### config.mk
export PLATFORM = sky130hd
export DESIGN_NAME = pipe_hazard_ctrl
export DESIGN_NICKNAME = d
export VERILOG_FILES = /design/src/rtl/pipe_hazard_ctrl.sv
export SDC_FILE = /design/constraint.sdc
export NUM_CORES = 1
export LEC_CHECK = 0
export CAP_MARGIN = 20
export CORE_MARGIN = 8
export CORE_UTILIZATION = 45
export CTS_CLUSTER_DIAMETER = 150
export DETAILED_ROUTE_END_ITERATION = 10
export GPL_TIMING_DRIVEN = 0
export HOLD_SLACK_MARGIN = 0.15
export MAX_ROUTING_LAYER = met4
export PLACE_DENSITY = 0.87
export SLEW_MARGIN = 20
export SYNTH_ARGS = -nofsm -noshare
export SYNTH_HDL_FRONTEND = slang
export SYNTH_SLANG_ARGS = --single-unit
### constraint.sdc
create_clock -name clk -period 1.65 [get_ports clk]
set_input_delay 0.33 -clock clk [delete_from_list [all_inputs] [get_ports clk]]
set_output_delay 0.33 -clock clk [all_outputs]
set_load 0.01 [all_outputs]
### src/rtl/pipe_hazard_ctrl.sv
// Hazard/flush controller: a shift-register scoreboard of in-flight register
// writes drives decode stalls, and a mem-stage redirect becomes a flush.
module pipe_hazard_ctrl #(
    parameter int unsigned REG_AW       = 5,
    parameter int unsigned NUM_INFLIGHT = 3,
    parameter int unsigned WB_BYPASS    = 1,
    parameter int unsigned FWD_EN       = 0,
    parameter int unsigned REDIRECT_IDX = 1,
    parameter int unsigned CNT_W        = 32
) (
    input  logic                    clk,
    input  logic                    reset,
    input  logic                    i_id_valid,
    input  logic [REG_AW-1:0]       i_id_rs1,
    input  logic                    i_id_rs1_used,
    input  logic [REG_AW-1:0]       i_id_rs2,
    input  logic                    i_id_rs2_used,
    input  logic [REG_AW-1:0]       i_id_rd,
    input  logic                    i_id_regwr,
    input  logic                    i_id_load,
    input  logic                    i_redirect,
    output logic                    o_stall,
    output logic                    o_bubble,
    output logic                    o_flush,
    output logic [NUM_INFLIGHT-1:0] o_inflight,
    output logic [CNT_W-1:0]        o_stall_cnt,
    output logic [CNT_W-1:0]        o_flush_cnt
);

    localparam int unsigned LAST = NUM_INFLIGHT - 1;

    logic [NUM_INFLIGHT-1:0] sb_v;
    logic [NUM_INFLIGHT-1:0] sb_ld;
    logic [REG_AW-1:0]       sb_rd [NUM_INFLIGHT];

    logic [NUM_INFLIGHT-1:0] nxt_v;
    logic [NUM_INFLIGHT-1:0] nxt_ld;
    logic [REG_AW-1:0]       nxt_rd [NUM_INFLIGHT];

    logic [NUM_INFLIGHT-1:0] visible;
    logic [NUM_INFLIGHT-1:0] hit_rs1;
    logic [NUM_INFLIGHT-1:0] hit_rs2;
    logic                    hazard;
    logic                    issue;
    logic [CNT_W-1:0]        stall_cnt;
    logic [CNT_W-1:0]        flush_cnt;

    // A slot is visible to decode unless write-first regfile covers it, or
    // forwarding covers everything except a load still in execute.
    always_comb begin
        visible = '0;
        hit_rs1 = '0;
        hit_rs2 = '0;
        for (int unsigned i = 0; i < NUM_INFLIGHT; i++) begin
            visible[i] = sb_v[i];
            if (WB_BYPASS != 0 && i == LAST)
                visible[i] = 1'b0;
            if (FWD_EN != 0 && (i != 0 || !sb_ld[i]))
                visible[i] = 1'b0;
            hit_rs1[i] = visible[i] && (sb_rd[i] == i_id_rs1) && (i_id_rs1 != '0);
            hit_rs2[i] = visible[i] && (sb_rd[i] == i_id_rs2) && (i_id_rs2 != '0);
        end
    end

    assign hazard   = (i_id_rs1_used & (|hit_rs1)) | (i_id_rs2_used & (|hit_rs2));
    assign o_flush  = reset & i_redirect;
    assign o_stall  = reset & i_id_valid & hazard & ~i_redirect;
    assign o_bubble = o_stall | o_flush;

    assign issue = i_id_valid & i_id_regwr & (i_id_rd != '0) & ~o_stall & ~i_redirect;

    // Shift by one; on redirect the slots younger than the redirecting
    // instruction are dropped as they move up.
    always_comb begin
        nxt_v     = '0;
        nxt_ld    = '0;
        nxt_v[0]  = issue;
        nxt_ld[0] = issue & i_id_load;
        nxt_rd[0] = issue ? i_id_rd : '0;
        for (int unsigned i = 1; i < NUM_INFLIGHT; i++) begin
            nxt_v[i]  = sb_v[i-1] & ~(i_redirect & (i <= REDIRECT_IDX));
            nxt_ld[i] = sb_ld[i-1];
            nxt_rd[i] = sb_rd[i-1];
        end
    end

    always_ff @(posedge clk or negedge reset) begin
        if (!reset) begin
            sb_v  <= '0;
            sb_ld <= '0;
            for (int unsigned i = 0; i < NUM_INFLIGHT; i++)
                sb_rd[i] <= '0;
        end else begin
            sb_v  <= nxt_v;
            sb_ld <= nxt_ld;
            for (int unsigned i = 0; i < NUM_INFLIGHT; i++)
                sb_rd[i] <= nxt_rd[i];
        end
    end

    always_ff @(posedge clk or negedge reset) begin
        if (!reset) begin
            stall_cnt <= '0;
            flush_cnt <= '0;
        end else begin
            if (o_stall && stall_cnt != '1)
                stall_cnt <= stall_cnt + CNT_W'(1);
            if (o_flush && flush_cnt != '1)
                flush_cnt <= flush_cnt + CNT_W'(1);
        end
    end

    assign o_inflight  = sb_v;
    assign o_stall_cnt = stall_cnt;
    assign o_flush_cnt = flush_cnt;

endmodule
**After elaboration in Yosys (flattened, before gate mapping)**

Index checks and enable logic that the tools add are counted.

- Bits in registers: 77
- Bits of input ports: 23
- Output and inout port bits: 70
- Word-level logic and storage cells: 44

- $add $sub $neg: 2
- Eq/ne operators: 6
- Muxes and demuxes: 1
- Bitwise logic cells: 15
- Reductions and logical operators: 15

Operators by type and width:

| operator | number |
|---|---|
| adder 32 x 1 -> 32 bit (second input constant) | 2 |
| inequality test 32 bit (second input constant) | 2 |
| == test 5 bit | 4 |
| nonzero test 5 bit | 3 |
| AND 1 bit | 11 |
| logical AND 1 bit | 10 |
| 2-to-1 mux 5 bit | 1 |
| OR reduction 2 bit | 2 |
| NOT 1 bit | 2 |
| bitwise OR 1 bit | 2 |

**Depth between registers and ports, before layout**

Gate-level depths: netlist of run 1.

- Word-level depth: 12
- Mapped depth: 8
- Mapped depth without buffers: 7

**Worst setup path before layout of run 1**

No wires, ideal clock.

- Path type: flip-flop to flip-flop
- Start: register stall_cnt[0] (netlist: o_stall_cnt[0])
- End: register stall_cnt[1] (netlist: o_stall_cnt[1])
- Setup time: 125 ps
- Arrival: 1790 ps
- Data required time: 1525 ps
- Slack: -264 ps
- Stages on the path, launching flop included: 8
- Path buffers: 0
- Clock period less this slack: 1914 ps
- Path through: dfrtp_1 ha_1 and4_1 nand2_1 nor3_2 nand4_1 nand2_1 mux2_2

- Cells in the longest elaborated chain, start to end: 2
- Elaborated cells between the ends (all ways): 3
- Classes of those cells: 1 x add/sub; 1 x eq/ne; 1 x reduce/logical

RTL lines:

| element | line | RTL |
|---|---|---|
| from (decl) | 45 | `logic [CNT_W-1:0] stall_cnt;` |
| from (signal assigned) | 107 | `stall_cnt <= stall_cnt + CNT_W'(1);` |
| branches (longest 2 deep; another with adder 32 x 1 -> 32 bit) | - |  |

Parallel ways; which one is timed is not known.
A chain may end at the register's enable or synchronous reset.

**Worst setup path after layout of run 1**

- Start: register sb_rd (netlist bit nxt_rd[1])
- End: output o_bubble

- Cells in the longest elaborated chain, start to end: 9
- Elaborated cells between the ends (all ways): 14
- Classes of those cells: 2 x eq/ne; 6 x bitwise; 6 x reduce/logical

RTL lines:

| element | line | RTL |
|---|---|---|
| from (decl) | 34 | `logic [REG_AW-1:0] sb_rd [NUM_INFLIGHT];` |
| from (signal, indexed assignment) | 97 | `sb_rd[i] <= nxt_rd[i];` |
| == test 5 bit, on equally long branches | 60, 61 |  |
| logical AND 1 bit, on equally long branches (2 in series) | 60, 61 |  |
| OR reduction 2 bit | 65 | `assign hazard = (i_id_rs1_used & (\|hit_rs1)) \| (i_id_rs2_used & (\|hit_rs2));` |
| AND 1 bit | 65 |  |
| bitwise OR 1 bit (*) | 65 |  |
| AND 1 bit (*) (2 in series) | 67 | `assign o_stall = reset & i_id_valid & hazard & ~i_redirect;` |
| bitwise OR 1 bit (*) | 68 | `assign o_bubble = o_stall \| o_flush;` |
| to (decl) | 23 | `output logic o_bubble,` |

Every way passes the cells marked *; elsewhere a longest branch is shown, timed or not.

==> results of run 1 <==
routing by layer:
layer  GRT usage  part of all wire  up-vias
met2       0.400              0.53      242
li1            -                 -     1681
met1       0.268              0.36     2029
met4       0.111             0.043        0
met3      0.0497             0.069       71
met5           -                 0        -
power by group through the flow:
stage / clock [W] / combinational (W) / sequential [W]
final: 0.00129 / 0.000798 / 0.00208
after CTS: 0.00126 / 0.000618 / 0.00205
after global placement: 0 / 0.000451 / 0.00209
after floorplan: 0 / 0.000154 / 0.00211
after detailed placement: 0 / 0.000468 / 0.00210
after global routing: 0.00140 / 0.000851 / 0.00208
cell usage in the layout (no fill, tap or decap), types with 3 or more instances in the layout:
cell             count
and4_4               4
buf_8                4
clkdlybuf4s15_1      3
and2_4               4
nor4_4               4
dfrtp_1             58
nand3_4             16
nand2_2              8
xor2_1              11
dlymetal6s2s_1      10
nor2_1               9
and4_1               3
inv_1                3
xnor2_1             46
dfrtp_2             19
nor3_4              10
clkinv_2             3
buf_6               23
nor2_4               9
and3_1               6
nand4_1             28
nand2_1             17
clkdlybuf4s50_1     11
and3_2               3
nand3_2             11
clkbuf_8             9
buf_4               88
nand2_4             10
xnor2_2             24
dlygate4sd2_1       63
nand3_1              8
and2_1               3
flip-flops by register name (all words and copies together) (netlist names):
name / count
nxt_rd: 10
o_flush_cnt: 32
o_inflight: 3
o_stall_cnt: 32
kinds of logic (layout without fill, tap and decap cells):
| group | Yosys count | in the layout | share of synthesized area |
|---|---|---|---|
| and+or+nand+nor | 173 | 173 | 0.263 |
| adders and majority gates | 2 | 2 | 0.00661 |
| xor gates and xnor gates | 81 | 81 | 0.187 |
| AOI/OAI and AO/OA | 9 | 9 | 0.0169 |
| buffers and inverters | 11 | 231 | 0.0136 |
| muxes | 1 | 1 | 0.00298 |
| DFF | 77 | 77 | 0.509 |
final cells by class:
class                      count  area [sq um]  share of cell area
multi-input combinational    266          2660               0.385
sequential                    77          1950               0.282
timing repair buffer         206          1920               0.278
tap                          105           131              0.0190
clock buffer                  10           128              0.0185
buffer                         5          60.1             0.00869
clock inverter                 6          40.0             0.00579
inverter                       4          15.0             0.00217
stage by stage:
step                std cells  setup TNS [ns]
floorplan                 354           -4.88
global placement          550         -429.79
detailed placement        551          -46.37
CTS                       651           -9.28
global route              679          -26.56
finish                    679          -22.95
path summary, 6_finish.rpt:
path	from	slack, ns	endpoint	cells past startpoint
max	nxt_rd[1]$_DFF_PN0_	-0.65	o_bubble	7
min	reset	0.18	o_stall_cnt[7]$_DFFE_PN0P_	2
max reg2reg	nxt_rd[1]$_DFF_PN0_	-0.64	o_stall_cnt[11]$_DFFE_PN0P_	9
min reg2reg	nxt_rd[9]$_DFF_PN0_	0.47	nxt_rd[4]$_DFF_PN0_	0
max in group asynchronous	reset	0.25	o_flush_cnt[27]$_DFFE_PN0P_	3
min in group clk	i_redirect	0.40	o_inflight[1]$_DFF_PN0_	2
worst max-delay path, cell delays in order, from the launching register on:
cell      delay [ns]
dfrtp_1         0.45
xnor2_1         0.29
nand4_1         0.17
o22ai_2         0.15
a22o_1          0.24
buf_8           0.13
nand2b_4        0.11
buf_6           0.10
repair_timing:
item,in CTS,in global routing
buffers inserted,78,34
gates resized for setup,191,113
pin swaps,52,75
setup endpoints to repair,130,99
hold endpoints to repair,77,0
gates cloned,5,0
hold buffers,3,0
==> impl_metrics.csv, run 1 <==
group,metric,value,unit
global_route,grt_pass1_vias,4065,
synth,synth_top_area_share,0.509,
pwr,comb_power_share,0.192,
pwr,p_per_area,602,nW/um^2
drt,via_per_inst,5.92,
clock_network,htree_levels,3,
drt,antenna_left,0,
sta,hold_viol,0,
cells_and_area,layout-drive-gt1-share,0.484,
global_route,globalRouteTotalUtil,0.239,
setup_path,arrival,1.97,ns
drt,drtIter0Drc,300,
cells_and_area,post-route-util,0.845,
global_route,overflow,0,
pwr,p_int,0.00293,W
sta,finClkSkew,0.0184,ns
drt,drcViolationCount,0,
placement,gp_congestion,0.843,
synth,ys.flop_type,"dfrtp_1",
pwr,ir_worst_vdd,879,uV
drt,wire_per_inst,24.4,microns
pwr,report.power.total,0.00416,W
pwr,power_switching,0.00123,W
setup_path,critPathKind,"flop to output pin",
sta,worstMarginPinSlew,0.967,ns
die,die_x,108,microns
run,cap_violations,0,
pwr,clkPwrFrac,0.309,
sta,setup_violations,69,
sta,setup_slack,-0.646,ns
clock_network,cts_buffers,9,
synth,syn_avg_cell_area,10.7,sq um
placement,post-place-ws,-1.25,ns
global_route,antenna_found_initial,0,
global_route,grt_first_pass_wirelength,21300,microns
pwr,seq_power_share,0.499,
synth,ys_seq_area_frac,0.509,
clock_network,cts.sinks,77,
placement,io_buffers,91,
setup_path,crit_path_end_kind,"output pin",
sta,min_period,2.30,ns
sta,timing.hold.ws,0.184,ns
die,die_h,108,microns
placement,place_hpwl,7020,microns
synth,synth_top_area_cell,"dfrtp_1",
cells_and_area,diodes,0,
synth,ys_top_cells_by_count,"dfrtp_1 (77), xnor2_1 (70), nand2_1 (36), nand3_1 (33), nand4_1 (28)",
setup_path,worst_ep_required_time,1.32,ns
die,core-area,8180,sq um
synth,synth_cell_types,43,
pwr,cellLeakagePower,3.65,nW
cells_and_area,fillers,367,
clock_network,clockBufferDepth,2,
cells_and_area,design_area,6910,sq um
drt,vias,4023,
sta,timing.final.max_slew_violations,0,
synth,async_reset_ff_frac,1.00,
synth,ys_seq_elements,77,
pwr,p_sw_frac,0.295,
cells_and_area,area_growth,82.6,%
synth,synth_nets,379,
outcome,status,"finished with violations",
synth,ys_top_cells_by_area,"dfrtp_1 (51%), xnor2_1 (16%), nand4_1 (4.6%)",
synth,netlist_area,3780,sq um
synth,netlist_instances,354,
clock_network,clk_pin_slew,0.10,ns
min_path,hp-class,"input port to asynchronous set/reset pin",
sta,rsz0062_at_grt,"true",
cells_and_area,layout.nets,594,
global_route,grt_max_degree,22,
setup_path,start_kind,"flop",
synth,synth.most_common_cell,"dfrtp_1",
sta,slew_headroom,0.355,
setup_path,path_max_fanout,2,
die,die_area,11600,sq um
die,rows,33,
clock_network,insertion_delay,0.34,ns
clock_network,cts_root_buf,"clkbuf_8",
die,ios,93,
drt,firstDrtPassIters,4,
outcome,violations,"negative setup slack",
sta,fmax,0.436,GHz
synth,ys_warn_count,0,
sta,fin_crit_sh,1.39,
placement,dpl_cell_area,4940,sq um
synth,synth_edf_count,0,
clock_network,cts_tree,"built",
drt,drt-total-wl,16600,microns
die,start_util,0.463,
(Power assumes the default switching activity.)
==> run 2, diff against run 1 <==
--- a/config.mk
+++ b/config.mk
@@ -6,14 +6,16 @@
 export NUM_CORES = 1
 export LEC_CHECK = 0
 export CAP_MARGIN = 20
+export CELL_PAD_IN_SITES_DETAIL_PLACEMENT = 2
+export CELL_PAD_IN_SITES_GLOBAL_PLACEMENT = 2
 export CORE_MARGIN = 8
-export CORE_UTILIZATION = 45
+export CORE_UTILIZATION = 28
 export CTS_CLUSTER_DIAMETER = 150
 export DETAILED_ROUTE_END_ITERATION = 10
 export GPL_TIMING_DRIVEN = 0
 export HOLD_SLACK_MARGIN = 0.15
 export MAX_ROUTING_LAYER = met4
-export PLACE_DENSITY = 0.87
+export PLACE_DENSITY = 0.77
 export SLEW_MARGIN = 20
 export SYNTH_ARGS = -nofsm -noshare
 export SYNTH_HDL_FRONTEND = slang
==> run 2 against run 1 <==
Net effect:
- the flow still finishes with violations (negative setup slack)
- final cell count grew 8.7%
- via count shrank 8.7%
- die area grew 51%
- first-iteration DRC count shrank 55%
- flip-flop and latch count is the same
- global-route usage shrank 5.9 points
- critical path type is now flop to flop
- sequential share of layout area shrank 0.23 points
- core utilization shrank 32 points
- combinational power shrank 14%
==> impl_metrics.csv, run 2 (synthesized netlist as in run 1, its figures left out) <==
group,metric,value,unit
cells_and_area,design_area,6990,sq um
placement,io_buffers,91,
placement,dpl_cell_area,5030,sq um
cells_and_area,fillers,1329,
sta,timing.final.max_slew_violations,0,
pwr,p_int,0.00380,W
setup_path,max_stage_delay,0.41,ns
drt,firstDrtPassIters,4,
die,rows,42,
sta,min_period,2.20,ns
sta,worstMarginPinSlew,1.00,ns
global_route,grt_max_degree,41,
min_path,min_to,"o_inflight[1]$_DFF_PN0_",
die,start_util,0.286,
setup_path,r2r_end,"o_flush_cnt[28]$_DFFE_PN0P_",
clock_network,cts_buffers,9,
setup_path,path_max_fanout,6,
cells_and_area,layout-drive-gt1-share,0.473,
cells_and_area,diodes,0,
clock_network,cts_tree,"built",
sta,fmax,0.454,GHz
drt,drt-total-wl,18100,microns
pwr,p_per_area,725,nW/um^2
die,die_area,17500,sq um
pwr,comb_power_share,0.135,
die,core-area,13200,sq um
setup_path,cpMaxStageDelayCell,"dfrtp_2",
pwr,report.power.total,0.00506,W
clock_network,clk_pin_slew,0.06,ns
setup_path,crit_path_end_kind,"flop",
setup_path,critical-path-top-delay-family,"simple AND/OR/NAND/NOR gates",
setup_path,start_kind,"flop",
global_route,antenna_found_initial,0,
sta,fin_crit_sh,1.33,
die,die_x,132,microns
cells_and_area,layout.nets,582,
global_route,grt_first_pass_wirelength,24200,microns
pwr,ir_worst_vdd,654,uV
setup_path,arrival,2.43,ns
sta,setup_violations,72,
pwr,power_switching,0.00127,W
placement,gp_congestion,0.819,
drt,vias,3671,
sta,setup_slack,-0.553,ns
setup_path,regToRegSetupSlack,-0.55,ns
drt,drtIter0Drc,136,
cells_and_area,final_common_cell,"buf_4",
clock_network,cts.sinks,77,
global_route,grt_pass1_vias,4113,
setup_path,worst_ep_required_time,1.87,ns
outcome,status,"finished with violations",
min_path,hp-start,"i_redirect",
outcome,violations,"negative setup slack",
placement,post-place-ws,-1.29,ns
sta,slew_headroom,0.331,
pwr,seq_power_share,0.409,
setup_path,crit_buf_inv,3,
clock_network,insertion_delay,0.34,ns
global_route,globalRouteTotalUtil,0.180,
cells_and_area,area_growth,84.6,%
placement,place_hpwl,8620,microns
clock_network,cts_root_buf,"clkbuf_16",
clock_network,clockBufferDepth,2,
clock_network,htree_levels,3,
drt,drcViolationCount,0,
pwr,cellLeakagePower,3.56,nW
min_path,hp-class,"input port to flop",
drt,antenna_left,0,
drt,wire_per_inst,24.6,microns
pwr,p_sw_frac,0.250,
global_route,overflow,0,
setup_path,r2r_cells,9,
min_path,hold_depth,2,
die,die_h,132,microns
drt,via_per_inst,4.97,
setup_path,critPathKind,"flop to flop",
setup_path,worstReg2RegStart,"o_flush_cnt[10]$_DFFE_PN0P_",
sta,rsz0062_at_grt,"true",
die,ios,93,
cells_and_area,final_cell_mix,"buf_4 (75), dlygate4sd2_1 (66), dfrtp_1 (54)",
sta,finClkSkew,0.00861,ns
setup_path,crit_path_cell_trace,"nand4_1 -> buf_4 -> nor4_4 -> buf_4 -> a211o_1 -> nor4b_4 -> buf_6 -> nand4_1 -> xnor2_1",
sta,hold_viol,0,
run,cap_violations,0,
pwr,clkPwrFrac,0.456,
run 2: what timing repair did:
action	4_1_cts	5_1_grt
gates cloned	2	1
setup buffers	63	39
hold buffers	2	0
setup endpoints to repair	131	91
resized for setup	206	81
pin swaps	52	59
hold endpoints to repair	77	0
run 2: how the worst max path moves through the flow:
stage | startpoint | endpoint | slack [ns] | depth (start not counted)
final | o_flush_cnt[10]$_DFFE_PN0P_ | o_flush_cnt[28]$_DFFE_PN0P_ | -0.55 | 9
after global routing | nxt_rd[1]$_DFF_PN0_ | o_bubble | -0.71 | 8
after detailed placement | i_redirect | o_bubble | -1.29 | 9
after CTS | nxt_rd[8]$_DFF_PN0_ | o_bubble | -0.54 | 8
after global placement | reset | o_bubble | -4.19 | 8
after floorplan | o_stall_cnt[0]$_DFFE_PN0P_ | o_stall_cnt[1]$_DFFE_PN0P_ | -0.25 | 7
run 2: final cells by class:
type                       count  area (sq um)  area share
buffer                         6          77.6      0.0111
clock buffer                  13           280      0.0401
clock inverter                 3          65.1     0.00931
inverter                       4          17.5     0.00251
multi-input combinational    266          2550       0.365
sequential                    77          1960       0.280
tap                          176           220      0.0315
timing repair buffer         193          1820       0.260
run 2: power groups by stage:
| stage | Sequential [W] | Clock, W | Combinational, W |
|---|---|---|---|
| finish | 0.00207 | 0.00231 | 0.000683 |
| global route | 0.00208 | 0.00243 | 0.000728 |
| CTS | 0.00205 | 0.00233 | 0.000593 |
| detailed placement | 0.00210 | 0 | 0.000478 |
| global placement | 0.00210 | 0 | 0.000460 |
| floorplan | 0.00211 | 0 | 0.000154 |
run 2: layer usage:
layer,part of all wire,GRT usage,vias up
met2,0.55,0.322,82
li1,-,-,1650
met3,0.031,0.0320,27
met4,0.022,0.0587,0
met1,0.40,0.199,1912
met5,0,-,-
run 2: through the flow:
stage / setup TNS (ns) / cells / hold slack (ns) / util
3_5_place_dp: -42.85 / 622 / 0.352 / 0.380
6_report: -25.73 / 738 / 0.322 / 0.527
5_1_grt: -34.28 / 738 / 0.325 / 0.527
3_3_place_gp: -479.49 / 621 / 0.444 / 0.378
4_1_cts: -12.47 / 704 / 0.326 / 0.477
2_1_floorplan: -4.88 / 354 / 0.0344 / -
